## src/rtl/wb_retire_stage_pkg.sv

```systemverilog
`default_nettype none
// ============================================================================
// Module : wb_retire_stage_pkg
// Shared latch layouts, opcodes and FSM encodings for the writeback stage.
// Rev    : 1.0
// ============================================================================
package wb_retire_stage_pkg;

    localparam int DBITS       = 32;
    localparam int REG_BITS    = 5;
    localparam int CSRNO_BITS  = 12;
    localparam int TYPE_BITS   = 4;
    localparam int CANARY_BITS = 16;
    localparam int WB_ERR_BITS = 2;

    localparam logic [CANARY_BITS-1:0] BUS_CANARY_VALUE   = 16'hCA5E;
    localparam logic [CSRNO_BITS-1:0]  HALT_CSRNO_DEFAULT = 12'h00F;

    localparam logic [1:0] WB_FSM_RUN       = 2'd0;
    localparam logic [1:0] WB_FSM_HALT_PEND = 2'd1;
    localparam logic [1:0] WB_FSM_HALT      = 2'd2;

    typedef enum logic [7:0] {
        INVALID_I = 8'd0,
        ADDI_I    = 8'd1,
        ADD_I     = 8'd2,
        CSRW_I    = 8'd3
    } op_t;

    typedef struct packed {
        logic [DBITS-1:0]       inst;
        logic [DBITS-1:0]       pc;
        op_t                    op_I;
        logic [DBITS-1:0]       inst_count;
        logic                   wr_reg;
        logic [REG_BITS-1:0]    rd;
        logic [DBITS-1:0]       result;
        logic                   wr_csr;
        logic [CSRNO_BITS-1:0]  wcsrno;
        logic [TYPE_BITS-1:0]   type_I;
        logic [CANARY_BITS-1:0] bus_canary;
    } mem_latch_t;

    // Field order here is the contract with the decode stage.
    typedef struct packed {
        logic                  wr_reg;
        logic [REG_BITS-1:0]   wregno;
        logic [DBITS-1:0]      regval;
        logic [CSRNO_BITS-1:0] wcsrno;
        logic                  wr_csr;
        logic [REG_BITS-1:0]   rd;
        logic [TYPE_BITS-1:0]  type_I;
    } wb_to_de_t;

    localparam int MEM_LATCH_WIDTH = $bits(mem_latch_t);
    localparam int WB_LATCH_WIDTH  = $bits(mem_latch_t);
    localparam int WB_TO_DE_WIDTH  = $bits(wb_to_de_t);

endpackage
`default_nettype wire

```

## src/rtl/wb_retire_stage_sat_counter.sv

```systemverilog
`default_nettype none
// ============================================================================
// Module : wb_retire_stage_sat_counter
// Saturating up-counter with asynchronous active-low clear.
// Rev    : 1.0
// ============================================================================
module wb_retire_stage_sat_counter #(
    parameter int CNT_BITS = 32
) (
    input  logic                clk,
    input  logic                rst_n,
    input  logic                inc_i,
    output logic [CNT_BITS-1:0] cnt_o
);

    logic [CNT_BITS-1:0] cnt_q;
    logic [CNT_BITS-1:0] cnt_d;

    always_comb begin
        cnt_d = cnt_q;
        if (inc_i && (cnt_q != {CNT_BITS{1'b1}})) begin
            cnt_d = cnt_q + {{(CNT_BITS-1){1'b0}}, 1'b1};
        end
    end

    always_ff @(posedge clk or negedge rst_n) begin
        if (!rst_n) begin
            cnt_q <= '0;
        end else begin
            cnt_q <= cnt_d;
        end
    end

    assign cnt_o = cnt_q;

endmodule
`default_nettype wire

```

## src/rtl/wb_retire_stage.sv

```systemverilog
`default_nettype none
// ============================================================================
// Module : wb_retire_stage
// Writeback/retire: register/CSR write port to DE, instret, halt FSM, errors.
// Rev    : 1.0
// ============================================================================
module wb_retire_stage
    import wb_retire_stage_pkg::*;
#(
    parameter int                    CNT_BITS   = 32,
    parameter logic [CSRNO_BITS-1:0] HALT_CSRNO = HALT_CSRNO_DEFAULT
) (
    input  logic                       clk,
    input  logic                       reset_n,
    input  logic [MEM_LATCH_WIDTH-1:0] from_MEM_latch,
    output logic [WB_TO_DE_WIDTH-1:0]  from_WB_to_DE,
    output logic [CNT_BITS-1:0]        instret,
    output logic [DBITS-1:0]           retire_pc,
    output logic                       halted,
    output logic [WB_ERR_BITS-1:0]     err_flags
);

    mem_latch_t             latch_q;
    logic [1:0]             fsm_q;
    logic [1:0]             fsm_d;
    logic [DBITS-1:0]       retire_pc_q;
    logic [DBITS-1:0]       retire_pc_d;
    logic [WB_ERR_BITS-1:0] err_q;
    logic [WB_ERR_BITS-1:0] err_d;

    logic      w_valid;
    logic      w_retire;
    logic      w_halt_req;
    wb_to_de_t w_de;
    logic      w_unused_ok;

    always_ff @(posedge clk or negedge reset_n) begin
        if (!reset_n) begin
            latch_q <= '0;
        end else begin
            latch_q <= from_MEM_latch;
        end
    end

    // Only RUN retires: HALT_PEND holds wrong-path work after the halt CSRW.
    assign w_valid    = (latch_q.op_I != INVALID_I);
    assign w_retire   = w_valid && (fsm_q == WB_FSM_RUN);
    assign w_halt_req = w_retire && (latch_q.op_I == CSRW_I) && (latch_q.wcsrno == HALT_CSRNO);

    always_comb begin
        w_de        = '0;
        w_de.wr_reg = w_retire && latch_q.wr_reg && (latch_q.rd != '0);
        w_de.wr_csr = w_retire && latch_q.wr_csr && !latch_q.wr_reg;
        w_de.wregno = latch_q.rd;
        w_de.regval = latch_q.result;
        w_de.wcsrno = latch_q.wcsrno;
        if (w_retire) begin
            w_de.rd     = latch_q.rd;
            w_de.type_I = latch_q.type_I;
        end
    end

    always_comb begin
        fsm_d = fsm_q;
        case (fsm_q)
            WB_FSM_RUN:       if (w_halt_req) fsm_d = WB_FSM_HALT_PEND;
            WB_FSM_HALT_PEND: fsm_d = WB_FSM_HALT;
            WB_FSM_HALT:      fsm_d = WB_FSM_HALT;
            default:          fsm_d = WB_FSM_HALT;
        endcase
    end

    always_comb begin
        retire_pc_d = retire_pc_q;
        err_d       = err_q;
        if (w_retire) begin
            retire_pc_d = latch_q.pc;
            if (latch_q.bus_canary != BUS_CANARY_VALUE) err_d[1] = 1'b1;
            if (latch_q.wr_reg && latch_q.wr_csr)       err_d[0] = 1'b1;
        end
    end

    always_ff @(posedge clk or negedge reset_n) begin
        if (!reset_n) begin
            fsm_q       <= WB_FSM_RUN;
            retire_pc_q <= '0;
            err_q       <= '0;
        end else begin
            fsm_q       <= fsm_d;
            retire_pc_q <= retire_pc_d;
            err_q       <= err_d;
        end
    end

    wb_retire_stage_sat_counter #(
        .CNT_BITS (CNT_BITS)
    ) u_instret (
        .clk   (clk),
        .rst_n (reset_n),
        .inc_i (w_retire),
        .cnt_o (instret)
    );

    assign w_unused_ok   = &{1'b0, latch_q.inst, latch_q.inst_count};
    assign from_WB_to_DE = w_de;
    assign retire_pc     = retire_pc_q;
    assign halted        = (fsm_q == WB_FSM_HALT);
    assign err_flags     = err_q;

endmodule
`default_nettype wire

```

## config.mk

```make
export PLATFORM = sky130hd
export DESIGN_NAME = wb_retire_stage
export DESIGN_NICKNAME = d
export VERILOG_FILES = /design/src/rtl/wb_retire_stage_pkg.sv /design/src/rtl/wb_retire_stage_sat_counter.sv /design/src/rtl/wb_retire_stage.sv
export SDC_FILE = /design/constraint.sdc
export NUM_CORES = 1
export LEC_CHECK = 0
export CAP_MARGIN = 20
export CORE_ASPECT_RATIO = 0.75
export CORE_MARGIN = 10
export CORE_UTILIZATION = 37
export DETAILED_ROUTE_END_ITERATION = 8
export PLACE_DENSITY = 0.72
export SYNTH_ARGS = -nofsm -noshare
export SYNTH_HDL_FRONTEND = slang
export SYNTH_HIERARCHICAL = 1
export SYNTH_SLANG_ARGS = --single-unit
export TNS_END_PERCENT = 5
```

## constraint.sdc

```tcl
create_clock -name clk -period 2.1 [get_ports clk]
set_clock_uncertainty 0.05 [all_clocks]
set_input_delay 0.21 -clock clk [delete_from_list [all_inputs] [get_ports clk]]
set_output_delay 0.21 -clock clk [all_outputs]
set_load 0.03 [all_outputs]
```

======== After elaboration in Yosys (flattened, before gate mapping) ========
Index checks and enable logic that the tools add are counted.
word-level totals
  output and inout port bits .............. 127
  bits of input ports ..................... 177
  bits in registers ....................... 179
  word-level logic and storage cells ...... 39
cells by class
  eq/ne operators ......................... 6
  multiplexer cells ....................... 3
  reduce and logical (&&, ||, !) cells .... 15
  add/sub/neg operators ................... 1
operators by type and width
  kind                                                   count
  adder 32 x 1 -> 32 bit (second input constant)         1
  inequality test 32 bit (second input constant)         1
  inequality test 16 bit (second input constant)         1
  equality test 12 x 4 -> 1 bit (second input constant)  1
  logical AND 1 bit                                      9
  two-way mux 9 bit                                      1
  equality test 8 x 2 -> 1 bit (second input constant)   1
  nonzero test 8 bit                                     1
  nonzero test 5 bit                                     1
  two-way mux 2 bit                                      2
  AND reduction 2 bit                                    2
  equality test 2 bit (second input constant)            1
  logical NOT 2 bit                                      1
  inequality test 2 bit (second input constant)          1
  logical NOT 1 bit                                      1

======== Depth between registers and ports, before layout ========
Gate-level depths: netlist (run 1).
  word-level depth ........................ 6
  mapped depth ............................ 9
  depth with buffers taken out ............ 7

======== Modules after synthesis ========
Netlist (run 1), hierarchy kept.
by module, submodules not included
  module                       seq. area each (um^2)  times used  area an instance (um^2)  cells each
  wb_retire_stage              3678.5                 1           4835.9                   262
  wb_retire_stage_sat_counter  800.8                  1           1624.1                   151

======== Worst setup path before layout (run 1) ========
No wires, ideal clock.
  path kind ............................... reg2reg
  from .................................... reg fsm_q[1]
  to ...................................... reg u_instret.cnt_q[29] (netlist: u_instret/cnt_o[29])
  setup time .............................. 0.080 ns
  setup slack ............................. -0.137 ns
  clock period less this slack ............ 2.237 ns
  required time ........................... 1.970 ns
  cell stages (with the launch flop) ...... 10
  arrival time ............................ 2.107 ns
  path buffers ............................ 2
  path through ............................ dfrtp_1 -> or2_4 -> a21oi_4 -> buf_6 -> and3_1 -> nor2b_1 -> clkbuf_1 -> nand4_1 -> nor4_2 -> xor2_1
on the way
  longest elaborated chain between the ends .. 3
RTL lines
  what                    RTL line                           text
  from (decl)             wb_retire_stage.sv:24              logic [1:0] fsm_q;
  from (signal assigned)  wb_retire_stage.sv:89              fsm_q <= fsm_d;
  logical NOT 2 bit       wb_retire_stage.sv:47              assign w_retire = w_valid && (fsm_q == WB_FSM_RUN);
  logical AND 1 bit       wb_retire_stage.sv:47
  named net w_retire      wb_retire_stage.sv:32              logic w_retire;
  logical AND 1 bit       wb_retire_stage_sat_counter.sv:21  if (inc_i && (cnt_q != {CNT_BITS{1'b1}})) begin
  to (signal assigned)    wb_retire_stage_sat_counter.sv:30  cnt_q <= cnt_d;
  to (decl)               wb_retire_stage_sat_counter.sv:16  logic [CNT_BITS-1:0] cnt_q;
The timed path passes the listed nets, and every way through them passes these cells.
A chain may end at the register's enable or synchronous reset.

======== Worst setup path in the final report (run 1) ========
  from .................................... reg latch_q[107] (netlist name)
  to ...................................... out from_WB_to_DE[9]
on the way
  longest elaborated chain between the ends .. 4
RTL lines
  what                             RTL line               text
  from (decl)                      wb_retire_stage.sv:23  mem_latch_t latch_q;
  from (signal assigned)           wb_retire_stage.sv:41  latch_q <= from_MEM_latch;
  nonzero test 8 bit               wb_retire_stage.sv:46  assign w_valid = (latch_q.op_I != INVALID_I);
  logical AND 1 bit                wb_retire_stage.sv:47
  logical AND 1 bit (2 in series)  wb_retire_stage.sv:53  w_de.wr_csr = w_retire && latch_q.wr_csr && !latch_q.wr_reg;
  to (decl)                        wb_retire_stage.sv:16  output logic [WB_TO_DE_WIDTH-1:0] from_WB_to_DE,
Every way passes these cells.

==> reports/results.ini, run 1 <==
[outcome]
status=completed

[flow_run]
maxCapViolCount=0

[worst_setup_path]
worstPathMaxFanout=12
crit_required_ps=1840
crit_family=buffers and inverters
path_depth=6
cp_num_buf_inv=3
reg2reg_depth=7
endpoint_kind=primary output
cpMaxStageDelayCell=dfrtp_1
ff2ff_setup_slack_ps=50
cpPeakStageDelay_ps=400
cp_cell_sequence=nor4_4 -> buf_4 -> a21oi_4 -> buf_12 -> and3b_1 -> buf_6
cp-start-kind=flop
critical_path_arrival_ps=1830
path_class=reg2out

[global_route]
grt_pass1_vias=4491
grt_overflow=0
grt_max_degree=51
met3_usage_pct=6.48
grtUsageMet2_pct=23.9
grt.busiest_layer=met2
antenna_found_initial=0
grt_use_total_pct=14.9
grt_pass1_wl_um=27000
met1_usage_pct=17.8

[sta]
drv_slew=0
hold_violations=0
setup-violations-final=0
max_freq_ghz=0.479
rsz0062_at_grt=yes
slew_headroom_pct=63.0
period_minus_slack_ps=2090
tightest_slew_ps=547
fin_crit_sh_pct=99.5

[logic_synthesis]
syn_nets=591
yosysWarnings=6
avgSynthCellArea_um2=15.6
yosysTopAreaCellShare_pct=69.3
async_reset_ff_share_pct=100
netlist.top_cell.by_area=dfrtp_1
synth_cell_types=45
yosys-top-cells-count=dfrtp_1 (179), buf_4 (49), mux2_4 (26)
seq_area_frac_synth_pct=69.3
synthFlopType=dfrtp_1
syn_area_mm2=0.00646
synth_enable_flop_cells=0
synth_seq_cells=179
synthCells=413
synth.most_common_cell=dfrtp_1
synthTopCellsByArea=dfrtp_1 (69%), mux2_4 (6.0%), buf_4 (5.7%)

[hold_path]
min_path_cells=1
min_path_type=in2reg

[power_and_ir_drop]
clockPowerShare_pct=36.6
ir_worst_vdd_mv=0.540
p_leak_nw=4.14
switching_share_pct=27.9
p_total_mw=8.20
p_sw_mw=2.28
p_per_area_mw_per_mm2=855
power_frac_seq_pct=46.4
internal-power_mw=5.91
p_comb_share_pct=17.0

[clock_network]
cts_buffer_depth=2
clk_latency_ps=420
tritoncts=yes
clk_pin_slew_ps=70
cts_buffers=17
cts.sinks=179
cts.htree.levels=4
root_buffer=clkbuf_16

[floorplan]
fp.dieH_um=134
rows=41
core-area_mm2=0.0170
dieArea_mm2=0.0232
fp.dieW_um=173
io_pins=304
initial_core_util_pct=38.0

[finish]
drive_gt1_share_pct=18.4
syn_to_final_growth_pct=48.5
antenna_cells=0
fin_util_pct=56.5
nets=822

[route]
drc=0
drt-initial-drc-count=307
postRouteAntennaNets=0
wl_um=17200
detail_route.vias_per_cell=4.57
num_vias=4083
routedWlPerCell_um=19.2
drtPass1Iterations=4

[placed_design]
hpwlAfterDp_um=12900
gp_congestion=0.810
placement.io_buffers=239

-- path summary, 6_finish.rpt --
check / endpoint / start
hold reg to reg: err_flags[1]$_DFFE_PN0P_ / err_flags[1]$_DFFE_PN0P_
hold / removal: latch_q[140]$_DFF_PN0_ / from_MEM_latch[140]
min in group asynchronous: latch_q[32]$_DFF_PN0_ / reset_n
setup reg to reg: u_instret/cnt_o[25]$_DFFE_PN0P_ / fsm_q[1]$_DFFE_PN0P_
max in group asynchronous: latch_q[142]$_DFF_PN0_ / reset_n
setup / recovery: from_WB_to_DE[9] / latch_q[107]$_DFF_PN0_
-- per-layer routing --
layer	vias up	share of wire (%)
met2	162	48
met3	14	8.7
met1	2066	42
met5	-	0
met4	0	1.1
li1	1841	-
-- logic make-up after synthesis --
kind of cell / after synthesis / share of synthesized area [%]
compound gates: 10 / 1.47
xor+xnor: 29 / 3.93
fa+ha+maj: 1 / 0.194
buf+inv: 56 / 7.01
flops: 179 / 69.3
mux: 34 / 7.44
simple gates: 104 / 10.6
-- metrics by stage --
step           cell area (um2)  setup WS, ps  setup TNS, ps  std cells  hold WS [ps]
2_1_floorplan             6460         -72.6           -315        413          -136
3_3_place_gp              8870          67.0              0        855           137
3_5_place_dp              8870          43.1              0        855           147
4_1_cts                   9560         -14.5          -19.5        893           146
5_1_grt                   9590         -76.0           -528        893           149
6_report                  9590          11.5              0        893           172
-- state kept, by name, indices dropped and copies added, names as in the netlist --
name             cells
err_flags            2
from_WB_to_DE       49
fsm_q                2
latch_q             62
retire_pc           32
u_instret/cnt_o     32
-- cell type report --
cell class / instances / area (um2)
inverter: 1 / 3.75
tap: 236 / 295
sequential: 179 / 4480
fill: 1349 / 7390
multi-input combinational: 178 / 1550
timing repair buffer: 267 / 2710
clock buffer: 18 / 439
clock inverter: 14 / 123
-- timing repair --
item / 4_1_cts / 5_1_grt
endpoints found under the hold margin: 45 / 0
cloned: 2 / 0
hold buffers: 1 / 0
setup buffers: 3 / 0
endpoints found under the setup margin: 11 / 18
pin swaps: 1 / 1
resized for setup: 7 / 8
-- placed cells by master, fill, tap and decap left out, types with 3 or more instances in the layout --
cell,synthesis,layout
clkdlybuf4s50_1,0,227
nor4b_1,3,3
xor2_1,5,5
and4_1,5,5
inv_8,0,5
nor3_1,3,3
buf_6,2,12
dfrtp_1,179,179
nor4bb_1,3,3
nor4_1,4,3
clkinvlp_4,0,4
buf_4,49,22
clkbuf_16,0,17
and2_1,9,9
mux2_4,26,26
nand3_1,15,15
xnor2_1,24,24
nor2_1,9,7
mux2_2,7,7
nor4_4,3,3
nand4_1,17,17
buf_12,2,3
nand2_1,16,16
-- power groups by stage --
stage          Clock, mW  Combinational [mW]  Sequential, mW
2_1_floorplan          0               0.472            4.06
3_3_place_gp           0                1.37            3.86
3_5_place_dp           0                1.39            3.87
4_1_cts             3.08                1.40            3.81
5_1_grt             3.23                1.49            3.84
6_report            3.00                1.39            3.81
No activity file was read; power rests on OpenSTA's default activity.
==> inputs of run 2 (changes only) <==
PLACE_DENSITY = 0.76   (was 0.72)
==> run 2 against run 1 <==
Maximum frequency rose by 2.0%. Sequential share of layout area fell by 0.25 points. Final cell count fell by 0.11%. Largest power group unchanged. Design area rose by 0.53%. Global-route usage fell by 0.27 points. Clock power barely moved. Die area did not move. Sequential power barely moved. Non-clock buffer count fell by 1. Via count fell by 1.1%.
==> reports/results.ini, run 2 (synthesized netlist as in run 1, its figures left out) <==
[finish]
nFillCells=1366  ; was 1,349
multi_input_area_mm2=0.00157  ; was 0.00155 mm2
drive_gt1_share_pct=19.8  ; was 18.4%
final_common_cell=clkdlybuf4s50_1  ; unchanged
instances_no_fill=892  ; was 893
antenna_cells=0  ; unchanged
syn_to_final_growth_pct=49.3  ; was 48.5%
largest_reg_flops=62  ; unchanged
final_cell_mix=clkdlybuf4s50_1 (227), dfrtp_1 (179), mux2_4 (26)  ; unchanged
nets=821  ; was 822
top_register=latch_q  ; unchanged
regArea_mm2=0.00448  ; unchanged

[global_route]
grt_max_degree=60  ; was 51
grt_pass1_wl_um=26400  ; was 27,000 um
antenna_found_initial=0  ; unchanged
grt_pass1_vias=4468  ; was 4,491
grt_overflow=0  ; unchanged
grt_use_total_pct=14.6  ; was 14.9%

[clock_network]
cts_buffer_depth=2  ; unchanged
root_buffer=clkbuf_16  ; unchanged
cts.sinks=179  ; unchanged
clk_latency_ps=420  ; about the same
cts.htree.levels=4  ; unchanged
cts_buffers=17  ; unchanged
tritoncts=yes  ; unchanged
clk_pin_slew_ps=70  ; about the same

[sta]
rsz0062_at_grt=yes  ; unchanged
fin_crit_sh_pct=97.5  ; was 99.5%
max_freq_ghz=0.488  ; was 0.479 GHz
drv_slew=0  ; unchanged
slew_headroom_pct=60.6  ; was 63.0%
period_minus_slack_ps=2050  ; was 2090 ps
tightest_slew_ps=591  ; was 547 ps
setup-violations-final=0  ; unchanged
hold_violations=0  ; unchanged

[power_and_ir_drop]
p_sw_mw=2.32  ; was 2.28 mW
internal-power_mw=5.92  ; was 5.91 mW
ir_worst_vdd_mv=0.550  ; was 0.540 mV
p_total_mw=8.25  ; was 8.20 mW
p_comb_share_pct=17.4  ; was 17.0%
clockPowerShare_pct=36.5  ; was 36.6%
p_leak_nw=4.17  ; was 4.14 nW
switching_share_pct=28.2  ; was 27.9%
p_per_area_mw_per_mm2=855  ; about the same
power_frac_seq_pct=46.1  ; was 46.4%

[route]
met3_length_um=1350  ; was 1500 um
drtPass1Iterations=4  ; unchanged
detail_route.vias_per_cell=4.53  ; was 4.57
wl_met1_um=7090  ; was 7170 um
wl_um=16900  ; was 17,200 um
drt-initial-drc-count=284  ; was 307
met2_length_um=8290  ; unchanged
top_layer=met4  ; unchanged
routedWlPerCell_um=18.9  ; was 19.2 um
drc=0  ; unchanged
num_vias=4038  ; was 4,083
postRouteAntennaNets=0  ; unchanged

[hold_path]
min_path_type=in2reg  ; unchanged
min_path_cells=1  ; unchanged

[floorplan]
io_pins=304  ; unchanged
fp.dieW_um=173  ; unchanged
rows=41  ; unchanged
core-area_mm2=0.0170  ; unchanged
dieArea_mm2=0.0232  ; unchanged
initial_core_util_pct=38.0  ; unchanged
fp.dieH_um=134  ; unchanged

[worst_setup_path]
cp-start-kind=flop  ; unchanged
endpoint_kind=flop  ; was primary output
critical_path_arrival_ps=2310  ; was 1830 ps
worstPathMaxFanout=5  ; was 12
reg2reg_depth=7  ; unchanged
path_class=reg2reg  ; was reg2out
crit_required_ps=2360  ; was 1840 ps

[placed_design]
placement.io_buffers=239  ; unchanged
hpwlAfterDp_um=12800  ; was 12,900 um
dp.cells=855  ; unchanged
gp_congestion=0.801  ; was 0.810

[outcome]
status=completed  ; unchanged

[flow_run]
maxCapViolCount=0  ; unchanged

## run 2: worst paths after layout
check,slack [ps],from,end
max,50,fsm_q[0]$_DFFE_PN0P_,u_instret/cnt_o[25]$_DFFE_PN0P_
min,180,from_MEM_latch[47],from_WB_to_DE[36]$_DFF_PN0_
max reg2reg,50,fsm_q[0]$_DFFE_PN0P_,u_instret/cnt_o[25]$_DFFE_PN0P_
min reg2reg,430,latch_q[138]$_DFF_PN0_,retire_pc[27]$_DFFE_PN0N_
max in group asynchronous,1090,reset_n,latch_q[120]$_DFF_PN0_
min in group asynchronous,310,reset_n,from_WB_to_DE[46]$_DFF_PN0_
## run 2: stage by stage
stage	setup WS, ps	cell area (um2)	hold WS [ps]	setup TNS (ps)	utilization (%)
final	51.8	9640	175	0	56.8
after global routing	-81.5	9640	149	-561	56.8
after CTS	1.59	9580	153	0	56.4
after detailed placement	49.4	8900	194	0	52.4
after global placement	94.4	8900	177	0	52.4
after floorplan	-72.6	6460	-136	-315	-
## run 2: timing repair
item	4_1_cts	5_1_grt
endpoints found under the hold margin	53	0
resized for setup	7	18
pin swaps	2	9
setup endpoints to repair	11	27
hold buffers	1	0
gates cloned	2	0
buffers inserted	2	0
## run 2: worst max-delay path, cell delays in order, from the launching register on
cell,delay (ps)
dfrtp_1,400
or2_4,270
a21oi_4,210
and3_4,240
nand3_1,200
nor3_2,280
nand4_1,150
xnor2_1,140
## run 2: power by group through the flow
stage / combinational, mW / sequential (mW) / clock [mW]
floorplan: 0.472 / 4.06 / 0
global placement: 1.38 / 3.85 / 0
detailed placement: 1.41 / 3.86 / 0
CTS: 1.43 / 3.80 / 3.10
global route: 1.52 / 3.83 / 3.26
finish: 1.44 / 3.80 / 3.01
## run 2: metal layers
metal,track usage (%),up-vias
met5,0,-
met4,4.10,0
met3,5.66,13
met2,24.1,153
met1,17.5,2040
li1,-,1832
## run 2: final cells by class
type                            instances  share of cell area [%]
Sequential cell                       179                    46.4
Timing Repair Buffer                  266                    28.3
Multi-Input combinational cell        178                    16.3
Clock buffer                           17                    4.41
Tap cell                              236                    3.06
Clock inverter                         15                    1.47
Inverter                                1                  0.0389
==> inputs of run 3 (changes only) <==
CORE_MARGIN = default   (was 10)
==> run 3 against run 2 <==
Count of clock-buffer cells in the layout is 1 higher. Wire length down 15%. Sequential cell count did not move. Clock power up 12%. Core utilization shrank 0.13 points. Design area down 0.53%. First-iteration DRC count shrank 42%. Critical path depth is the same. Largest power group unchanged.
==> reports/results.ini, run 3 (synthesized netlist as in run 1, its figures left out) <==
[placed_design]
gp_congestion=0.803  ; was 0.801
hpwlAfterDp_um=10400  ; was 12,800 um
placement.io_buffers=239  ; unchanged
post_dp_cell_area_mm2=0.00881  ; was 0.00890 mm2

[worst_setup_path]
reg2reg_to=u_instret/cnt_o[28]$_DFFE_PN0P_  ; was u_instret/cnt_o[25]$_DFFE_PN0P_
crit_required_ps=2350  ; was 2360 ps
reg2reg_depth=7  ; unchanged
worstPathMaxFanout=10  ; was 5
r2r-start=fsm_q[1]$_DFFE_PN0P_  ; was fsm_q[0]$_DFFE_PN0P_
cp-start-kind=flop  ; unchanged
ff2ff_setup_slack_ps=50  ; about the same
endpoint_kind=flop  ; unchanged
startpoint=fsm_q[1]$_DFFE_PN0P_  ; was fsm_q[0]$_DFFE_PN0P_
path_class=reg2reg  ; unchanged
critical_path_arrival_ps=2300  ; was 2310 ps

[finish]
largest_reg_flops=62  ; unchanged
final_cell_mix=clkdlybuf4s50_1 (227), dfrtp_1 (179), mux2_4 (26)  ; unchanged
syn_to_final_growth_pct=48.5  ; was 49.3%
nets=816  ; was 821
finish.instance_area_mm2=0.00959  ; was 0.00964 mm2
final_common_cell=clkdlybuf4s50_1  ; unchanged
top_register=latch_q  ; unchanged
antenna_cells=0  ; unchanged
drive_gt1_share_pct=18.3  ; was 19.8%
fin_util_pct=56.7  ; was 56.8%

[route]
drt-initial-drc-count=166  ; was 284
drc=0  ; unchanged
detail_route.vias_per_cell=4.64  ; was 4.53
drtPass1Iterations=4  ; unchanged
wl_um=14300  ; was 16,900 um
num_vias=4015  ; was 4,038
postRouteAntennaNets=0  ; unchanged
routedWlPerCell_um=16.5  ; was 18.9 um

[power_and_ir_drop]
clockPowerShare_pct=39.3  ; was 36.5%
p_comb_share_pct=16.1  ; was 17.4%
p_per_area_mw_per_mm2=892  ; was 855 mW/mm2
p_total_mw=8.56  ; was 8.25 mW
power_frac_seq_pct=44.6  ; was 46.1%
p_leak_nw=4.14  ; was 4.17 nW
internal-power_mw=6.36  ; was 5.92 mW
ir_worst_vdd_mv=0.461  ; was 0.550 mV
switching_share_pct=25.7  ; was 28.2%
p_sw_mw=2.20  ; was 2.32 mW

[floorplan]
dieArea_mm2=0.0180  ; was 0.0232 mm2
rows=41  ; unchanged
fp.dieH_um=116  ; was 134 um
core-area_mm2=0.0169  ; was 0.0170 mm2
fp.dieW_um=155  ; was 173 um
io_pins=304  ; unchanged
initial_core_util_pct=38.2  ; was 38.0%

[sta]
hold_violations=0  ; unchanged
fin_crit_sh_pct=97.6  ; was 97.5%
max_freq_ghz=0.488  ; about the same
period_minus_slack_ps=2050  ; about the same
slew_headroom_pct=65.4  ; was 60.6%
setup-violations-final=0  ; unchanged
tightest_slew_ps=512  ; was 591 ps
drv_slew=0  ; unchanged
rsz0062_at_grt=yes  ; unchanged

[clock_network]
tritoncts=yes  ; unchanged
cts.sinks=179  ; unchanged
cts.htree.levels=4  ; unchanged
cts_buffers=17  ; unchanged
clk_pin_slew_ps=70  ; about the same
cts_buffer_depth=2  ; unchanged
clk_latency_ps=410  ; was 420 ps
root_buffer=clkbuf_16  ; unchanged

[hold_path]
min_path_cells=1  ; unchanged
min_path_type=in2reg  ; unchanged
hold_end=from_WB_to_DE[54]$_DFF_PN0_  ; was from_WB_to_DE[36]$_DFF_PN0_
hold_start=from_MEM_latch[65]  ; was from_MEM_latch[47]

[outcome]
status=completed  ; unchanged

[global_route]
grt_use_total_pct=16.5  ; was 14.6%
antenna_found_initial=0  ; unchanged
grt_pass1_vias=4242  ; was 4,468
grt_max_degree=54  ; was 60
grt_pass1_wl_um=22600  ; was 26,400 um
grt_overflow=0  ; unchanged

[flow_run]
maxCapViolCount=0  ; unchanged

==> run 3: cell types whose count changed in the layout (fill, tap and decap cells not counted), sizes merged <==
| cell | change |
|---|---|
| buf | -4 |
| bufinv | +4 |
| inv | -4 |
| bufbuf | -2 |
| clkbuf | +2 |
| clkinv | -1 |
==> run 3: area by class of cell <==
| type | instances | area [um2] |
|---|---|---|
| multi-input cells | 178 | 1570 |
| flip-flops and latches | 179 | 4480 |
| repair buffers | 261 | 2630 |
| clock inverters | 14 | 200 |
| well taps | 215 | 269 |
| inverters | 1 | 3.75 |
| clock buffers | 18 | 439 |
| fillers | 1336 | 7340 |
==> run 3: per-layer routing <==
metal / track usage (%) / share of wire [%]
met1: 20.5 / 41
met2: 27.4 / 51
met3: 5.16 / 6.6
met4: 6.34 / 1.4
met5: 0 / 0
==> run 3: worst max path at each step <==
stage | end | slack [ps] | cells past startpoint
finish | u_instret/cnt_o[28]$_DFFE_PN0P_ | 50 | 7
global route | from_WB_to_DE[3] | -70 | 5
CTS | u_instret/cnt_o[18]$_DFFE_PN0P_ | -10 | 7
detailed placement | u_instret/cnt_o[24]$_DFFE_PN0P_ | 80 | 5
global placement | u_instret/cnt_o[24]$_DFFE_PN0P_ | 160 | 5
floorplan | u_instret/cnt_o[29]$_DFFE_PN0P_ | -70 | 9
==> run 3: through the flow <==
step / std cells / worst slack, ps / hold slack, ps / TNS [ps]
after floorplan: 413 / -72.6 / -136 / -315
after global placement: 831 / 155 / 135 / 0
after detailed placement: 831 / 81.0 / 150 / 0
after CTS: 865 / -12.3 / 159 / -24.1
after global routing: 866 / -70.9 / 153 / -786
final: 866 / 49.4 / 176 / 0
==> run 3: power groups by stage <==
stage	sequential (mW)	combinational, mW	clock (mW)
4_1_cts	3.82	1.36	3.47
2_1_floorplan	4.06	0.472	0
3_3_place_gp	3.86	1.31	0
6_report	3.82	1.37	3.37
5_1_grt	3.85	1.46	3.60
3_5_place_dp	3.88	1.33	0
==> run 3: critical path, cell delays in order, from the launching register on <==
cell and delay, ps:
dfrtp_1 400, or2_4 270, a21oi_4 210, clkbuf_16 220
nand4_1 220, nor2_2 270, nand3b_1 160, xnor2_1 150
==> run 3: what timing repair did <==
item / 4_1_cts / 5_1_grt
cloned: 1 / 0
pin swaps: 4 / 3
buffers inserted: 1 / 1
hold endpoints to repair: 48 / 0
gates resized for setup: 6 / 20
endpoints found under the setup margin: 11 / 28
hold buffers: 1 / 0
